### config.mk
export PLATFORM = sky130hd
export DESIGN_NAME = mult_div_seq
export DESIGN_NICKNAME = d
export VERILOG_FILES = /design/src/rtl/mult_div_seq.sv
export SDC_FILE = /design/constraint.sdc
export NUM_CORES = 1
export LEC_CHECK = 0
export CAP_MARGIN = 20
export CELL_PAD_IN_SITES_DETAIL_PLACEMENT = 1
export CELL_PAD_IN_SITES_GLOBAL_PLACEMENT = 1
export CORE_ASPECT_RATIO = 0.9
export CORE_UTILIZATION = 40
export CTS_BUF_LIST = sky130_fd_sc_hd__clkbuf_8
export DETAILED_ROUTE_END_ITERATION = 7
export PLACE_DENSITY = 0.72
export SETUP_SLACK_MARGIN = 0.05
export SLEW_MARGIN = 0
export SYNTH_ARGS = -nofsm -noshare
export SYNTH_HDL_FRONTEND = slang
export SYNTH_SLANG_ARGS = --single-unit
### constraint.sdc
create_clock -name clk -period 7.5 [get_ports clk]
set_input_delay 0.75 -clock clk [delete_from_list [all_inputs] [get_ports clk]]
set_output_delay 0.75 -clock clk [all_outputs]
set_load 0.1 [all_outputs]
### src/rtl/mult_div_seq.sv
// mult_div_seq: sequential radix-2 multiply / restoring divide unit with
// architectural HI/LO registers and a start/busy/done handshake.
module mult_div_seq #(
    parameter int unsigned WIDTH = 32,
    parameter int unsigned CNT_W = 6
) (
    input  logic             clk,
    input  logic             reset,
    input  logic             start,
    input  logic [1:0]       op,
    input  logic [WIDTH-1:0] src_a,
    input  logic [WIDTH-1:0] src_b,
    input  logic             wr_hi,
    input  logic             wr_lo,
    input  logic [WIDTH-1:0] wr_data,
    output logic             busy,
    output logic             done,
    output logic             div_zero,
    output logic [WIDTH-1:0] hi,
    output logic [WIDTH-1:0] lo
);

    localparam int unsigned AW = 2 * WIDTH;

    localparam logic [2:0] S_IDLE = 3'd0;
    localparam logic [2:0] S_PREP = 3'd1;
    localparam logic [2:0] S_CALC = 3'd2;
    localparam logic [2:0] S_FIX  = 3'd3;
    localparam logic [2:0] S_DONE = 3'd4;

    logic [2:0]       state;
    logic [2:0]       state_next;
    logic [1:0]       op_q;
    logic [WIDTH-1:0] a_q;
    logic [WIDTH-1:0] b_q;
    logic             neg_q;
    logic             neg_r;
    logic [AW-1:0]    acc;
    logic [CNT_W-1:0] cnt;

    logic             is_div;
    logic             is_signed;
    logic             a_neg;
    logic             b_neg;
    logic [WIDTH-1:0] a_abs;
    logic [WIDTH-1:0] b_abs;
    logic             dz;
    logic [WIDTH:0]   mul_sum;
    logic [WIDTH:0]   rem_sh;
    logic             rem_ge;
    logic [WIDTH-1:0] rem_sub;
    logic [WIDTH-1:0] rem_new;
    logic [AW-1:0]    prod_fix;
    logic [WIDTH-1:0] quot_fix;
    logic [WIDTH-1:0] rem_fix;

    // Operand conditioning and one-bit iteration datapath
    always_comb begin
        is_div    = op_q[1];
        is_signed = ~op_q[0];
        a_neg     = is_signed & a_q[WIDTH-1];
        b_neg     = is_signed & b_q[WIDTH-1];
        a_abs     = a_neg ? -a_q : a_q;
        b_abs     = b_neg ? -b_q : b_q;
        dz        = is_div && (b_q == '0);
        // shift-add: conditional add into upper half, carry kept in the extra bit
        mul_sum   = {1'b0, acc[AW-1:WIDTH]} + (acc[0] ? {1'b0, a_q} : '0);
        // restoring divide: partial remainder after the left shift
        rem_sh    = acc[AW-1:WIDTH-1];
        rem_ge    = rem_sh >= {1'b0, b_q};
        rem_sub   = rem_sh[WIDTH-1:0] - b_q;
        rem_new   = rem_ge ? rem_sub : rem_sh[WIDTH-1:0];
        prod_fix  = neg_q ? -acc : acc;
        quot_fix  = neg_q ? -acc[WIDTH-1:0] : acc[WIDTH-1:0];
        rem_fix   = neg_r ? -acc[AW-1:WIDTH] : acc[AW-1:WIDTH];
    end

    // Next-state logic
    always_comb begin
        state_next = state;
        case (state)
            S_IDLE: if (start) state_next = S_PREP;
            S_PREP: state_next = dz ? S_DONE : S_CALC;
            S_CALC: if (cnt == CNT_W'(1)) state_next = S_FIX;
            S_FIX:  state_next = S_DONE;
            S_DONE: state_next = S_IDLE;
            default: state_next = S_IDLE;
        endcase
    end

    // State register and registered handshake outputs
    always_ff @(posedge clk or negedge reset) begin
        if (!reset) begin
            state <= S_IDLE;
            busy  <= 1'b0;
            done  <= 1'b0;
        end else begin
            state <= state_next;
            busy  <= (state_next != S_IDLE);
            done  <= (state_next == S_DONE);
        end
    end

    // Operand capture, iteration, result write-back and HI/LO moves
    always_ff @(posedge clk or negedge reset) begin
        if (!reset) begin
            op_q     <= '0;
            a_q      <= '0;
            b_q      <= '0;
            neg_q    <= 1'b0;
            neg_r    <= 1'b0;
            acc      <= '0;
            cnt      <= '0;
            div_zero <= 1'b0;
            hi       <= '0;
            lo       <= '0;
        end else begin
            case (state)
                S_IDLE: begin
                    if (start) begin
                        op_q     <= op;
                        a_q      <= src_a;
                        b_q      <= src_b;
                        div_zero <= 1'b0;
                    end else begin
                        if (wr_hi) hi <= wr_data;
                        if (wr_lo) lo <= wr_data;
                    end
                end
                S_PREP: begin
                    neg_q <= a_neg ^ b_neg;
                    neg_r <= a_neg;
                    cnt   <= CNT_W'(WIDTH);
                    a_q   <= a_abs;
                    b_q   <= b_abs;
                    acc   <= is_div ? {{WIDTH{1'b0}}, a_abs} : {{WIDTH{1'b0}}, b_abs};
                    if (dz) div_zero <= 1'b1;
                end
                S_CALC: begin
                    cnt <= cnt - CNT_W'(1);
                    if (is_div) acc <= {rem_new, acc[WIDTH-2:0], rem_ge};
                    else        acc <= {mul_sum, acc[WIDTH-1:1]};
                end
                S_FIX: begin
                    if (is_div) begin
                        hi <= rem_fix;
                        lo <= quot_fix;
                    end else begin
                        hi <= prod_fix[AW-1:WIDTH];
                        lo <= prod_fix[WIDTH-1:0];
                    end
                end
                default: ;
            endcase
        end
    end

endmodule

## Word-level counts from Yosys, hierarchy flattened

Index checks and enable logic that the tools add are counted.

| operators by class | value |
|---|---|
| multiplexer cells | 30 |
| bitwise gates (word level) | 4 |
| $lt $le $gt $ge | 1 |
| equality and inequality tests | 10 |
| reductions and logical operators | 12 |
| $add $sub $neg | 8 |

Operators by type and width:

| cell | count |
|---|---|
| $mux 32 | 15 |
| $pmux 32 s2 | 4 |
| $mux 64 | 2 |
| $neg 32->32 | 4 |
| $pmux 64 s2 | 1 |
| $neg 64->64 | 1 |
| $add 32x32->33 | 1 |
| $ge 33x32->1 | 1 |
| $logic_not 32->1 | 1 |
| $sub 32x32->32 | 1 |
| $pmux 3 s4 | 1 |
| $pmux 6 s2 | 1 |
| $ne 2x2->1 const B | 5 |
| $mux 3 | 3 |
| $reduce_and 3->1 | 3 |
| $eq 3x2->1 const B | 2 |
| $eq 6x1->1 const B | 1 |
| $reduce_bool 2->1 | 3 |
| $sub 6x1->6 const B | 1 |
| $reduce_and 2->1 | 2 |
| $eq 3x1->1 const B | 1 |
| $eq 3x3->1 const B | 1 |
| $logic_not 3->1 | 1 |
| $reduce_bool 3->1 | 1 |
| 6 further kinds | 8 |

| storage, ports and cells | value |
|---|---|
| register bits after elaboration | 208 |
| word-level logic and storage cells | 78 |
| input bits | 103 |

## Logic depth before layout (Yosys ltp)

| depth | value |
|---|---|
| depth after elaboration | 5 |
| gate-level depth with buffers | 15 |
| mapped depth without buffers | 14 |

## Worst setup path before layout

No wires, ideal clock.

| timing path | value |
|---|---|
| path kind | register -> register |
| from | reg acc[31] |
| to | reg acc[60] |
| library setup time | 0.125 ns |
| data required time | 7.375 ns |
| arrival time | 3.057 ns |
| clock period less this slack | 3.181 ns |
| stages on the path, launching flop included | 14 |
| setup slack | 4.319 ns |
| path through | dfrtp_1 inv_1 ha_1 inv_1 fa_1 a211oi_1 o21ai_0 a21o_1 a21boi_0 o31ai_1 a21o_1 or4b_2 a32oi_1 a21oi_1 |

| on the way | value |
|---|---|
| longest elaborated chain between the ends | 4 |

RTL lines:

| what | line | source |
|---|---|---|
| start, declared | 38 | `logic [AW-1:0] acc;` |
| start signal, assigned | 136 | `acc <= is_div ? {{WIDTH{1'b0}}, a_abs} : {{WIDTH{1'b0}}, b_abs};` |
| start signal, assigned | 141 | `if (is_div) acc <= {rem_new, acc[WIDTH-2:0], rem_ge};` |
| start signal, assigned | 142 | `else acc <= {mul_sum, acc[WIDTH-1:1]};` |
| $sub 32x32->32 / $ge 33x32->1 (equally long branches) | 71, 70 |  |
| $mux 32 (*) | 72 | `rem_new = rem_ge ? rem_sub : rem_sh[WIDTH-1:0];` |
| $mux 64 (*) | 141 |  |
| $pmux 64 s2 (*) | 118 | `case (state)` |

Mark *: on every way between the ends. The rest lies on a longest branch, timed or not.
A chain may end at the register's enable or synchronous reset.

## Worst setup path in the final report

| timing path | value |
|---|---|
| from | reg acc[0] |
| to | reg acc[61] |

| on the way | value |
|---|---|
| longest elaborated chain between the ends | 4 |

RTL lines:

| what | line | source |
|---|---|---|
| $mux 32 | 67 | `mul_sum = {1'b0, acc[AW-1:WIDTH]} + (acc[0] ? {1'b0, a_q} : '0);` |
| $add 32x32->33 | 67 |  |
| $mux 64 | 141 |  |
| $pmux 64 s2 | 118 |  |

Every way passes these cells.

==> impl_table.tex <==
\begin{tabular}{lr}
\hline
Metric & Value \\
\hline
\multicolumn{2}{l}{\textbf{Status}} \\
\quad Run status & completed \\
\multicolumn{2}{l}{\textbf{Setup path}} \\
\quad Nature of the critical path endpoint & flip-flop \\
\quad End point of the critical path & acc[61] \\
\quad Number of buffer and inverter instances along the worst setup path & 2 \\
\quad Critical path peak fanout & 33 \\
\quad Crit path required time & 7990 ps \\
\quad Top delay family on crit path & compound AO/OA/AOI/OAI gates \\
\quad Cell type of the slowest stage on the worst timing path & sky130\_fd\_sc\_hd\_\_dfrtp\_1 \\
\quad Endpoint arrival time on the critical path & 4510 ps \\
\quad Cells on worst reg2reg path & 14 \\
\quad Reg-to-reg critical path startpoint & acc[0] \\
\quad Critical Path Start Type & flip-flop \\
\quad Worst setup startpoint & acc[0] \\
\quad Stages on worst setup path & 14 \\
\quad Reg-to-reg critical path endpoint & acc[61] \\
\quad Type of the worst setup path & reg -> reg \\
\quad Longest individual stage delay on the worst path & 900 ps \\
\quad Reg-to-reg slack, setup & 3480 ps \\
\quad Cells along the critical path & inv\_1, nor2\_1, ha\_1, inv\_1, fa\_1, nor2b\_1, o21a\_1, o21ai\_0, a211o\_1, a21oi\_1, a21oi\_1, a31oi\_1, mux2i\_1, o211ai\_1 \\
\multicolumn{2}{l}{\textbf{Routing}} \\
\quad Number of iterations in the first detailed-routing pass & 5 \\
\quad Detail Route Antenna Nets & 0 \\
\quad Total Routed Length & 67300 um \\
\quad DRC Markers & 0 \\
\quad DR vias/cell & 6.13 \\
\quad Drt wl/cell & 24.9 um \\
\quad Iteration-0 DRC count of the detailed router & 1315 \\
\quad Via Count & 16600 \\
\multicolumn{2}{l}{\textbf{Timing}} \\
\quad Final max-slew violation count & 0 \\
\quad Time the final worst path needs with I/O delays and setup & 4020 ps \\
\quad Summed negative setup slack over all endpoints & 0 ps \\
\quad RSZ-0062 raised after global routing & false \\
\quad Achievable frequency & 0.249 GHz \\
\quad Hold Vio Cnt, Final & 0 \\
\quad Max-slew headroom at the worst pin & 33.0\% \\
\quad Final setup vio count & 0 \\
\quad Hold WS & 179 ps \\
\quad Worst Tran Pin Value & 1000 ps \\
\quad Worst Setup Slack, final & 3480 ps \\
\quad Final period utilization & 53.6\% \\
\quad Worst-case clock skew & 33.8 ps \\
\multicolumn{2}{l}{\textbf{Floorplanning}} \\
\quad Full die area & 41900 um2 \\
\quad Die W & 216 um \\
\quad Chip Height & 194 um \\
\quad Core Rows & 70 \\
\quad Effective utilization at floorplan & 40.5\% \\
\quad Placeable core region & 40600 um2 \\
\quad I/O Pins & 170 \\
\multicolumn{2}{l}{\textbf{Global route}} \\
\quad Antenna violations before repair & 0 \\
\quad Pin count of the biggest net entering global routing & 141 \\
\quad Global-route usage over all layers & 32.0\% \\
\quad Global-route wire length before repair & 104000 um \\
\quad Via count of the first global-routing pass & 16600 \\
\quad Remaining global-route overflow & 0 \\
\multicolumn{2}{l}{\textbf{CTS}} \\
\quad Setup repair bufs after CTS & 0 \\
\quad Reg clk slew, reported paths & 60 ps \\
\quad CTS tree & done \\
\quad Clk Tree Root Cell & sky130\_fd\_sc\_hd\_\_clkbuf\_8 \\
\quad Maximum clock path buffer count & 3 \\
\quad Latest clock arrival within the worst-skew pair & 620 ps \\
\quad Num CTS Buffers & 41 \\
\quad Count of H-tree levels built during CTS & 2 \\
\quad Hold buffer count at cts & 0 \\
\quad Resized Gates After CTS & 0 \\
\quad Clk sink count & 208 \\
\multicolumn{2}{l}{\textbf{Synth}} \\
\quad EDFF count, synth & 0 \\
\quad Syn Inst Count & 2036 \\
\quad Async set or reset register ratio after synthesis & 100\% \\
\quad Total of flip-flops plus latches after synthesis & 208 \\
\quad Synthesized netlist net count & 2211 \\
\quad Average instance area after synthesis & 8.07 um2 \\
\quad Register area share after synthesis & 31.7\% \\
\quad Predominant post-synthesis flop cell & sky130\_fd\_sc\_hd\_\_dfrtp\_1 \\
\quad Number of warning messages in the yosys log & 0 \\
\quad Post-synthesis instance area & 16400 um2 \\
\quad Number of distinct standard cells referenced by the synthesized netlist & 72 \\
\multicolumn{2}{l}{\textbf{Final layout}} \\
\quad Area added between synthesis and finish & 18.0\% \\
\quad Highest-count cells in the layout ignoring fill and taps & 207 x sky130\_fd\_sc\_hd\_\_dfrtp\_1, 200 x sky130\_fd\_sc\_hd\_\_nand2\_1, 192 x sky130\_fd\_sc\_hd\_\_o21ai\_0, 186 x sky130\_fd\_sc\_hd\_\_nor2\_1, 179 x sky130\_fd\_sc\_hd\_\_a21oi\_1 \\
\quad Most common cell after layout, fill and taps aside & sky130\_fd\_sc\_hd\_\_dfrtp\_1 \\
\quad Share of final-layout standard cells stronger than drive strength 1 & 5.63\% \\
\quad Antenna diode instance count & 0 \\
\quad Total Nets Final & 2312 \\
\multicolumn{2}{l}{\textbf{Worst hold path}} \\
\quad HP Class & in -> async \\
\multicolumn{2}{l}{\textbf{Place}} \\
\quad HPWL reported at the end of detailed placement & 51100 um \\
\quad Pre-CTS worst setup slack & 3510 ps \\
\quad Port-buffer cells & 169 \\
\quad Global placer's final weighted congestion & 0.954 \\
\multicolumn{2}{l}{\textbf{Job}} \\
\quad Number of max-cap violations & 0 \\
\hline
\end{tabular}
-- synth_stat cells, types with 20 or more instances --
| cell | number | area (um2) |
|---|---|---|
| sky130_fd_sc_hd__and2_1 | 31 | 194 |
| sky130_fd_sc_hd__xnor2_1 | 108 | 946 |
| sky130_fd_sc_hd__a21oi_1 | 180 | 901 |
| sky130_fd_sc_hd__ha_1 | 70 | 876 |
| sky130_fd_sc_hd__clkbuf_1 | 116 | 435 |
| sky130_fd_sc_hd__nand2_1 | 200 | 751 |
| sky130_fd_sc_hd__dfrtp_1 | 208 | 5200 |
| sky130_fd_sc_hd__nand2b_1 | 20 | 125 |
| sky130_fd_sc_hd__a22oi_1 | 20 | 150 |
| sky130_fd_sc_hd__nor2_1 | 188 | 706 |
| sky130_fd_sc_hd__o31ai_1 | 38 | 285 |
| sky130_fd_sc_hd__nor3_1 | 35 | 175 |
| sky130_fd_sc_hd__o221ai_1 | 29 | 254 |
| sky130_fd_sc_hd__a31oi_1 | 25 | 156 |
| sky130_fd_sc_hd__and3_1 | 20 | 125 |
| sky130_fd_sc_hd__mux2i_1 | 66 | 661 |
| sky130_fd_sc_hd__inv_1 | 67 | 251 |
| sky130_fd_sc_hd__nor4_1 | 20 | 125 |
| sky130_fd_sc_hd__a21o_1 | 51 | 383 |
| sky130_fd_sc_hd__o21ai_0 | 192 | 961 |
| sky130_fd_sc_hd__xor2_1 | 60 | 526 |
| sky130_fd_sc_hd__nand3_1 | 36 | 180 |
-- logic make-up after synthesis --
family / synth area share, %
adder cells (fa/ha/maj): 5.58
XOR/XNOR: 8.96
buffers and inverters: 4.66
flip-flops: 31.7
AND/OR/NAND/NOR: 18.5
AO/OA/AOI/OAI: 26.5
multiplexers: 4.16
-- worst min-delay path by stage --
stage	from	endpoint	cells after the start
after CTS	reset	cnt[5]	1
final	reset	cnt[5]	1
after global routing	reset	cnt[4]	1
after global placement	lo[9]	lo[9]	2
after detailed placement	lo[26]	lo[26]	2
after floorplan	cnt[5]	cnt[5]	1
-- metrics by stage --
step	utilization (%)	instances	instance area (um2)
3_3_place_gp	45.6	2633	18500
3_5_place_dp	45.6	2633	18500
6_report	47.8	2706	19400
2_1_floorplan	-	2036	16400
4_1_cts	47.7	2705	19300
5_1_grt	47.8	2706	19400
-- sequential cells by signal, summed over array words and instances (netlist names) --
signal / cells
acc: 64
neg_q: 1
done: 1
state: 3
busy: 1
div_zero: 1
op_q: 2
b_q: 32
lo: 32
neg_r: 1
hi: 32
cnt: 6
a_q: 32
-- per-layer routing --
metal  vias to the layer above  part of all wire [%]  track usage [%]
met1                      8344                    47             46.4
met3                        87                   5.8             3.89
li1                       7594                     -                -
met2                       571                    45             49.5
met5                         -                     0                0
met4                         0                   2.5             9.54
-- layout make-up --
type	count	area, um2
clock buffer	50	688
fill	4855	21200
inverter	67	251
clock inverter	22	156
tap	540	676
multi-input combinational	1627	10500
sequential	208	5210
timing repair buffer	192	1900
Power is left out: the tool's default activity adds up to more than one toggle a clock period on the data nets, which glitch-free logic cannot reach.
